## config.mk

```make
export PLATFORM = sky130hd
export DESIGN_NAME = b32_rco_capture_flat
export DESIGN_NICKNAME = d
export VERILOG_FILES = /design/src/rtl/b32_rco_capture_if.sv /design/src/rtl/b32_rco_capture.sv /design/src/flat_wrapper.sv
export SDC_FILE = /design/constraint.sdc
export NUM_CORES = 1
export LEC_CHECK = 0
export BUFFER_PORTS_ARGS = -buffer_cell sky130_fd_sc_hd__buf_2
export CORE_ASPECT_RATIO = 0.7
export CORE_UTILIZATION = 45
export DETAILED_ROUTE_END_ITERATION = 6
export GPL_ROUTABILITY_DRIVEN = 0
export PLACE_DENSITY = 0.73
export SYNTH_ARGS = -nofsm -noshare
export SYNTH_HDL_FRONTEND = slang
export SYNTH_SLANG_ARGS = --single-unit
```

## constraint.sdc

```tcl
create_clock -name b32_clk -period 2.2 [get_ports b32_clk]
set_input_delay 0.11 -clock b32_clk [delete_from_list [all_inputs] [get_ports b32_clk]]
set_output_delay 0.11 -clock b32_clk [all_outputs]
set_load 0.02 [all_outputs]
```

## src/rtl/b32_rco_capture_if.sv

```systemverilog
// rtl/b32_rco_capture_if.sv - event stream handshake between capture FIFO and consumer
//
// Purpose : groups the show-ahead event stream of b32_rco_capture.
// Signals : ev_valid - FIFO non-empty, head entry presented on ev_data
//           ev_data  - head entry {kind[1:0], mode[1:0], Q[31:0]}
//           ev_ready - consumer accepts the head entry this cycle
// Modports: master - the capture block (drives valid/data)
//           slave  - the consumer (drives ready)
interface b32_rco_capture_if;
  logic        ev_valid;
  logic [35:0] ev_data;
  logic        ev_ready;

  modport master (output ev_valid, output ev_data, input ev_ready);
  modport slave  (input ev_valid, input ev_data, output ev_ready);
endinterface

```

## src/rtl/b32_rco_capture.sv

```systemverilog
// rtl/b32_rco_capture.sv - rising-edge capture of counter wrap/load events into a 4-deep FIFO
//
// Purpose : detects rising edges on the full-width ripple-carry (b32_rco[7]) and
//           top-nibble load (b32_load[7]) indicators, tags them with the counter
//           value and mode of the same cycle, and queues them in a 4-entry
//           show-ahead FIFO. Events arriving at a full FIFO are counted.
// Ports   : b32_clk     - clock, rising edge
//           b32_reset   - asynchronous active-high reset
//           b32_Q       - counter value
//           b32_rco     - per-nibble ripple-carry outputs (bit 7 used)
//           b32_load    - per-nibble load indicators (bit 7 used)
//           b32_mode    - counter mode in effect
//           b32_cap_en  - capture enable
//           b32_clear   - synchronous flush of FIFO and drop counter
//           ev          - event stream (master side)
//           fifo_level  - entries held, 0..4
//           drop_cnt    - events lost to a full FIFO, saturating
module b32_rco_capture (
  input  logic                      b32_clk,
  input  logic                      b32_reset,
  input  logic [31:0]               b32_Q,
  input  logic [7:0]                b32_rco,
  input  logic [7:0]                b32_load,
  input  logic [1:0]                b32_mode,
  input  logic                      b32_cap_en,
  input  logic                      b32_clear,
  b32_rco_capture_if.master         ev,
  output logic [2:0]                fifo_level,
  output logic [7:0]                drop_cnt
);

  logic        rco7_q;
  logic        load7_q;
  logic        wrap_evt;
  logic        load_evt;
  logic        push;
  logic        pop;
  logic        full;
  logic        accept;
  logic        drop;
  logic [1:0]  wr_ptr;
  logic [1:0]  rd_ptr;
  logic [35:0] entry;
  logic [35:0] mem [0:3];

  // Only the top-nibble indicators are of interest here.
  logic unused_bits;
  assign unused_bits = &{b32_rco[6:0], b32_load[6:0]};

  assign wrap_evt = b32_cap_en & b32_rco[7]  & ~rco7_q;
  assign load_evt = b32_cap_en & b32_load[7] & ~load7_q;

  // kind: 01 wrap, 10 load, 11 both in one cycle -> a single entry
  assign entry = {load_evt, wrap_evt, b32_mode, b32_Q};

  assign push = wrap_evt | load_evt;
  assign pop  = ev.ev_valid & ev.ev_ready;
  // Full/empty come from the explicit level count; the 2-bit pointers are
  // equal both when empty and when full.
  assign full = (fifo_level == 3'd4);

  // A simultaneous pop frees the slot the push needs, even at level 4.
  assign accept = push & (~full | pop);
  assign drop   = push & full & ~pop;

  assign ev.ev_valid = (fifo_level != 3'd0);
  assign ev.ev_data  = ev.ev_valid ? mem[rd_ptr] : 36'h0;

  always_ff @(posedge b32_clk or posedge b32_reset) begin
    if (b32_reset) begin
      // Edge registers start high so a level already asserted at reset
      // release is not mistaken for an edge.
      rco7_q     <= 1'b1;
      load7_q    <= 1'b1;
      wr_ptr     <= 2'd0;
      rd_ptr     <= 2'd0;
      fifo_level <= 3'd0;
      drop_cnt   <= 8'd0;
    end else begin
      rco7_q  <= b32_rco[7];
      load7_q <= b32_load[7];
      if (b32_clear) begin
        wr_ptr     <= 2'd0;
        rd_ptr     <= 2'd0;
        fifo_level <= 3'd0;
        drop_cnt   <= 8'd0;
      end else begin
        if (accept) wr_ptr <= wr_ptr + 2'd1;
        if (pop)    rd_ptr <= rd_ptr + 2'd1;
        case ({accept, pop})
          2'b10:   fifo_level <= fifo_level + 3'd1;
          2'b01:   fifo_level <= fifo_level - 3'd1;
          default: fifo_level <= fifo_level;
        endcase
        if (drop && drop_cnt != 8'hFF) drop_cnt <= drop_cnt + 8'd1;
      end
    end
  end

  // Storage needs no reset: ev_data is masked while the FIFO is empty.
  always_ff @(posedge b32_clk) begin
    if (!b32_clear && accept) mem[wr_ptr] <= entry;
  end

endmodule

```

## src/flat_wrapper.sv

```systemverilog
// flat-port wrapper written by rule: the top's interface ports become plain ports
module b32_rco_capture_flat 
  (b32_clk, b32_reset, b32_Q, b32_rco, b32_load, b32_mode, b32_cap_en, b32_clear, fifo_level, drop_cnt, ev_ev_valid, ev_ev_data, ev_ev_ready);
  b32_rco_capture_if ev_i ();
  input  logic b32_clk;
  input  logic b32_reset;
  input  logic [31:0] b32_Q;
  input  logic [7:0] b32_rco;
  input  logic [7:0] b32_load;
  input  logic [1:0] b32_mode;
  input  logic b32_cap_en;
  input  logic b32_clear;
  output logic [2:0] fifo_level;
  output logic [7:0] drop_cnt;
  output wire logic [$bits(ev_i.ev_valid)-1:0] ev_ev_valid;
  output wire logic [$bits(ev_i.ev_data)-1:0] ev_ev_data;
  input wire logic [$bits(ev_i.ev_ready)-1:0] ev_ev_ready;
  assign ev_ev_valid = ev_i.ev_valid;
  assign ev_ev_data = ev_i.ev_data;
  assign ev_i.ev_ready = ev_ev_ready;
  b32_rco_capture u_core (.b32_clk(b32_clk), .b32_reset(b32_reset), .b32_Q(b32_Q), .b32_rco(b32_rco), .b32_load(b32_load), .b32_mode(b32_mode), .b32_cap_en(b32_cap_en), .b32_clear(b32_clear), .ev(ev_i), .fifo_level(fifo_level), .drop_cnt(drop_cnt));
endmodule
```

==> flow_metrics.env <==
export IMPL_status="completed"
export IMPL_maxCapViolations=0
export IMPL_post_dp_cell_area_um2=7380
export IMPL_min_path_cells=2
export IMPL_dr_first_iter_drc_count=190
export IMPL_final_cells=695
export IMPL_start_util=0.467
export IMPL_worst_ep_required_time_ns=2.34
export IMPL_fmax_mhz=474
export IMPL_yosys_area_share_simple=0.0820
export IMPL_cts_tree="done"
export IMPL_dr_pass1_iters=4
export IMPL_grt_antenna_before_repair=0
export IMPL_yosysSeqAreaShare=0.724
export IMPL_synthCells=350
export IMPL_finalClockSkew_ns=0.00715
export IMPL_syn_nets=411
export IMPL_dieArea_um2=15100
export IMPL_synth_area_um2=6560
export IMPL_ys_top_cells_by_area="edfxtp_1 (66%), mux4_2 (12%), dfrtp_1 (5.7%)"
export IMPL_syn2layout_area_growth_pct=27.0
export IMPL_period_share=0.958
export IMPL_grt_pass1_vias=3777
export IMPL_setup_viol=0
export IMPL_postLayoutCellArea_um2=8330
export IMPL_clk_latency_ns=0.41
export IMPL_dpl_hpwl_um=7530
export IMPL_placed_cells=625
export IMPL_peakVddDrop_uv=598
export IMPL_wl_met3_um=877
export IMPL_grtUsageTotal=0.185
export IMPL_r2r_cells=5
export IMPL_path_clk_slew_ns=0.06
export IMPL_slew_headroom=0.546
export IMPL_antenna_cells=0
export IMPL_clock_sinks=161
export IMPL_fin_tns_setup_ns=0
export IMPL_period_minus_slack_ns=2.11
export IMPL_die_w_um=146
export IMPL_p_leak_nw=2.96
export IMPL_crit_type="reg -> reg"
export IMPL_rows=36
export IMPL_wl_met2_um=6330
export IMPL_layout_drive_gt1_share=0.378
export IMPL_slew_violations=0
export IMPL_post_drt_wl_per_cell_um=18.6
export IMPL_clock_root_buffer="clkbuf_16"
export IMPL_overflow=0
export IMPL_yosysTopAreaCell="edfxtp_1"
export IMPL_synth_cell_types=48
export IMPL_yosys_top_cells_count="edfxtp_1 (144), and2_1 (42), mux4_2 (36)"
export IMPL_wl_um=12900
export IMPL_synth_compound_area_frac=0.0280
export IMPL_async_flop_share=0.106
export IMPL_synth_most_common_cell="edfxtp_1"
export IMPL_worst_ep_arrival_time_ns=2.25
export IMPL_cts_inserted_buffers=17
export IMPL_nets=553
export IMPL_synth_top_family_by_area="multiplexers"
export IMPL_postRouteAntennaNets=0
export IMPL_timing_hold_ws_ns=0.0587
export IMPL_synth_avg_cell_area_um2=18.7
export IMPL_power_w=0.00674
export IMPL_drt_drc_violations_left=0
export IMPL_synth_xor_area_share=0.00534
export IMPL_num_vias=3655
export IMPL_wl_met1_um=5590
export IMPL_worst_slew_pin_slew_ns=0.681
export IMPL_grt_setup_unrepaired="no"
export IMPL_yosysTopAreaCellShare=0.659
export IMPL_grt_max_degree=40
export IMPL_synth_area_mux_share=0.130
export IMPL_coreArea_um2=14100
export IMPL_grt_pass1_wl_um=20300
export IMPL_portBuffers=88
export IMPL_ys_seq_elements=161
export IMPL_synth_edf_count=144
export IMPL_worstHoldPathType="in -> reg"
export IMPL_vias_per_cell=5.26
export IMPL_ios=103
export IMPL_yosysWarnings=0
export IMPL_synthAdderAreaFrac=0.0126
export IMPL_top_layer_used="met4"
export IMPL_clockBufferDepth=2
export IMPL_crit_path_start_kind="register"
export IMPL_die_h_um=103
export IMPL_yosys_most_used_dff="edfxtp_1"
export IMPL_cellPowerDensity_nw_per_um2=809
export IMPL_timing_final_hold_violations=0
export IMPL_cp_end_kind="register"
export IMPL_htreeDepth=4
export IMPL_cp_max_fo=36
-- registers in the layout, indices dropped and copies added (netlist names) --
register and count:
u_core.mem 144, u_core.drop_cnt 8, u_core.fifo_level 3, u_core.rd_ptr 2
u_core.wr_ptr 2, u_core.load7_q 1, u_core.rco7_q 1
-- kinds of logic (layout without fill, tap and decap cells) --
| kind of cell | after synthesis | after routing |
|---|---|---|
| fa+ha+maj | 6 | 6 |
| simple gates | 90 | 90 |
| flops | 161 | 161 |
| buf+inv | 24 | 179 |
| mux | 40 | 40 |
| xor+xnor | 4 | 4 |
| compound gates | 25 | 25 |
-- what timing repair did --
| item | in CTS | in global routing |
|---|---|---|
| hold buffers | 37 | 0 |
| buffers inserted | 0 | 1 |
| resized for setup | 0 | 0 |
| setup endpoints to repair | 0 | 144 |
| endpoints found under the hold margin | 153 | 0 |
-- report_power, final --
group,internal (W),switching [W]
combinational,0.000253,0.000290
sequential,0.00338,0.0000160
clock,0.00166,0.00114
total,0.00529,0.00145
-- through the flow --
step / setup WS (ns) / util
final: 0.0914 / 0.593
after global routing: 0.0114 / 0.593
after CTS: 0.0177 / 0.592
after detailed placement: 0.0942 / 0.525
after global placement: 0.127 / 0.525
after floorplan: -0.0573 / -
-- layout by cell type (no fill, tap or decap), types with 4 or more instances in the layout --
| cell type | count |
|---|---|
| dfrtp_2 | 5 |
| clkbuf_16 | 17 |
| clkinvlp_4 | 4 |
| and2_2 | 4 |
| buf_2 | 88 |
| or4_1 | 5 |
| and2_1 | 38 |
| dlygate4sd3_1 | 37 |
| nor2_1 | 11 |
| mux4_2 | 36 |
| nand3_1 | 7 |
| buf_4 | 9 |
| ha_1 | 5 |
| nand2_1 | 8 |
| dfrtp_1 | 10 |
| edfxtp_1 | 144 |
| a21oi_1 | 5 |
| inv_1 | 6 |
| buf_12 | 7 |
-- cell type report --
cell class              count  area (µm²)
clock inverters            14         141
clock buffers              18         429
multi-input cells         165        1720
flip-flops and latches    161        4760
fillers                  1080        5720
repair buffers            141        1020
well taps                 190         238
inverters                   6        22.5
-- final timing paths --
kind / start / to / slack, ns
min in group asynchronous: b32_reset / u_core.drop_cnt[1] / 0.35
min reg2reg: u_core.wr_ptr[1] / u_core.wr_ptr[1] / 0.58
max in group asynchronous: b32_reset / u_core.rd_ptr[1] / 1.38
min: b32_clear / u_core.rd_ptr[0] / 0.06
max: u_core.fifo_level[0] / u_core.mem[0][18] / 0.09
max reg2reg: u_core.fifo_level[0] / u_core.mem[0][18] / 0.09
-- worst max-delay path, cell delays in order, from the launching register on --
cell and delay, ns:
dfrtp_2 0.42, or4b_2 0.72, o211ai_1 0.15, nor2_1 0.11, and2_2 0.23, buf_12 0.19
-- routing by layer --
metal,up-vias,global-route usage
met5,-,0
met2,119,0.309
met1,1846,0.237
met4,0,0.0593
met3,8,0.0540
li1,1682,-
Power figures use the tool's default switching activity.
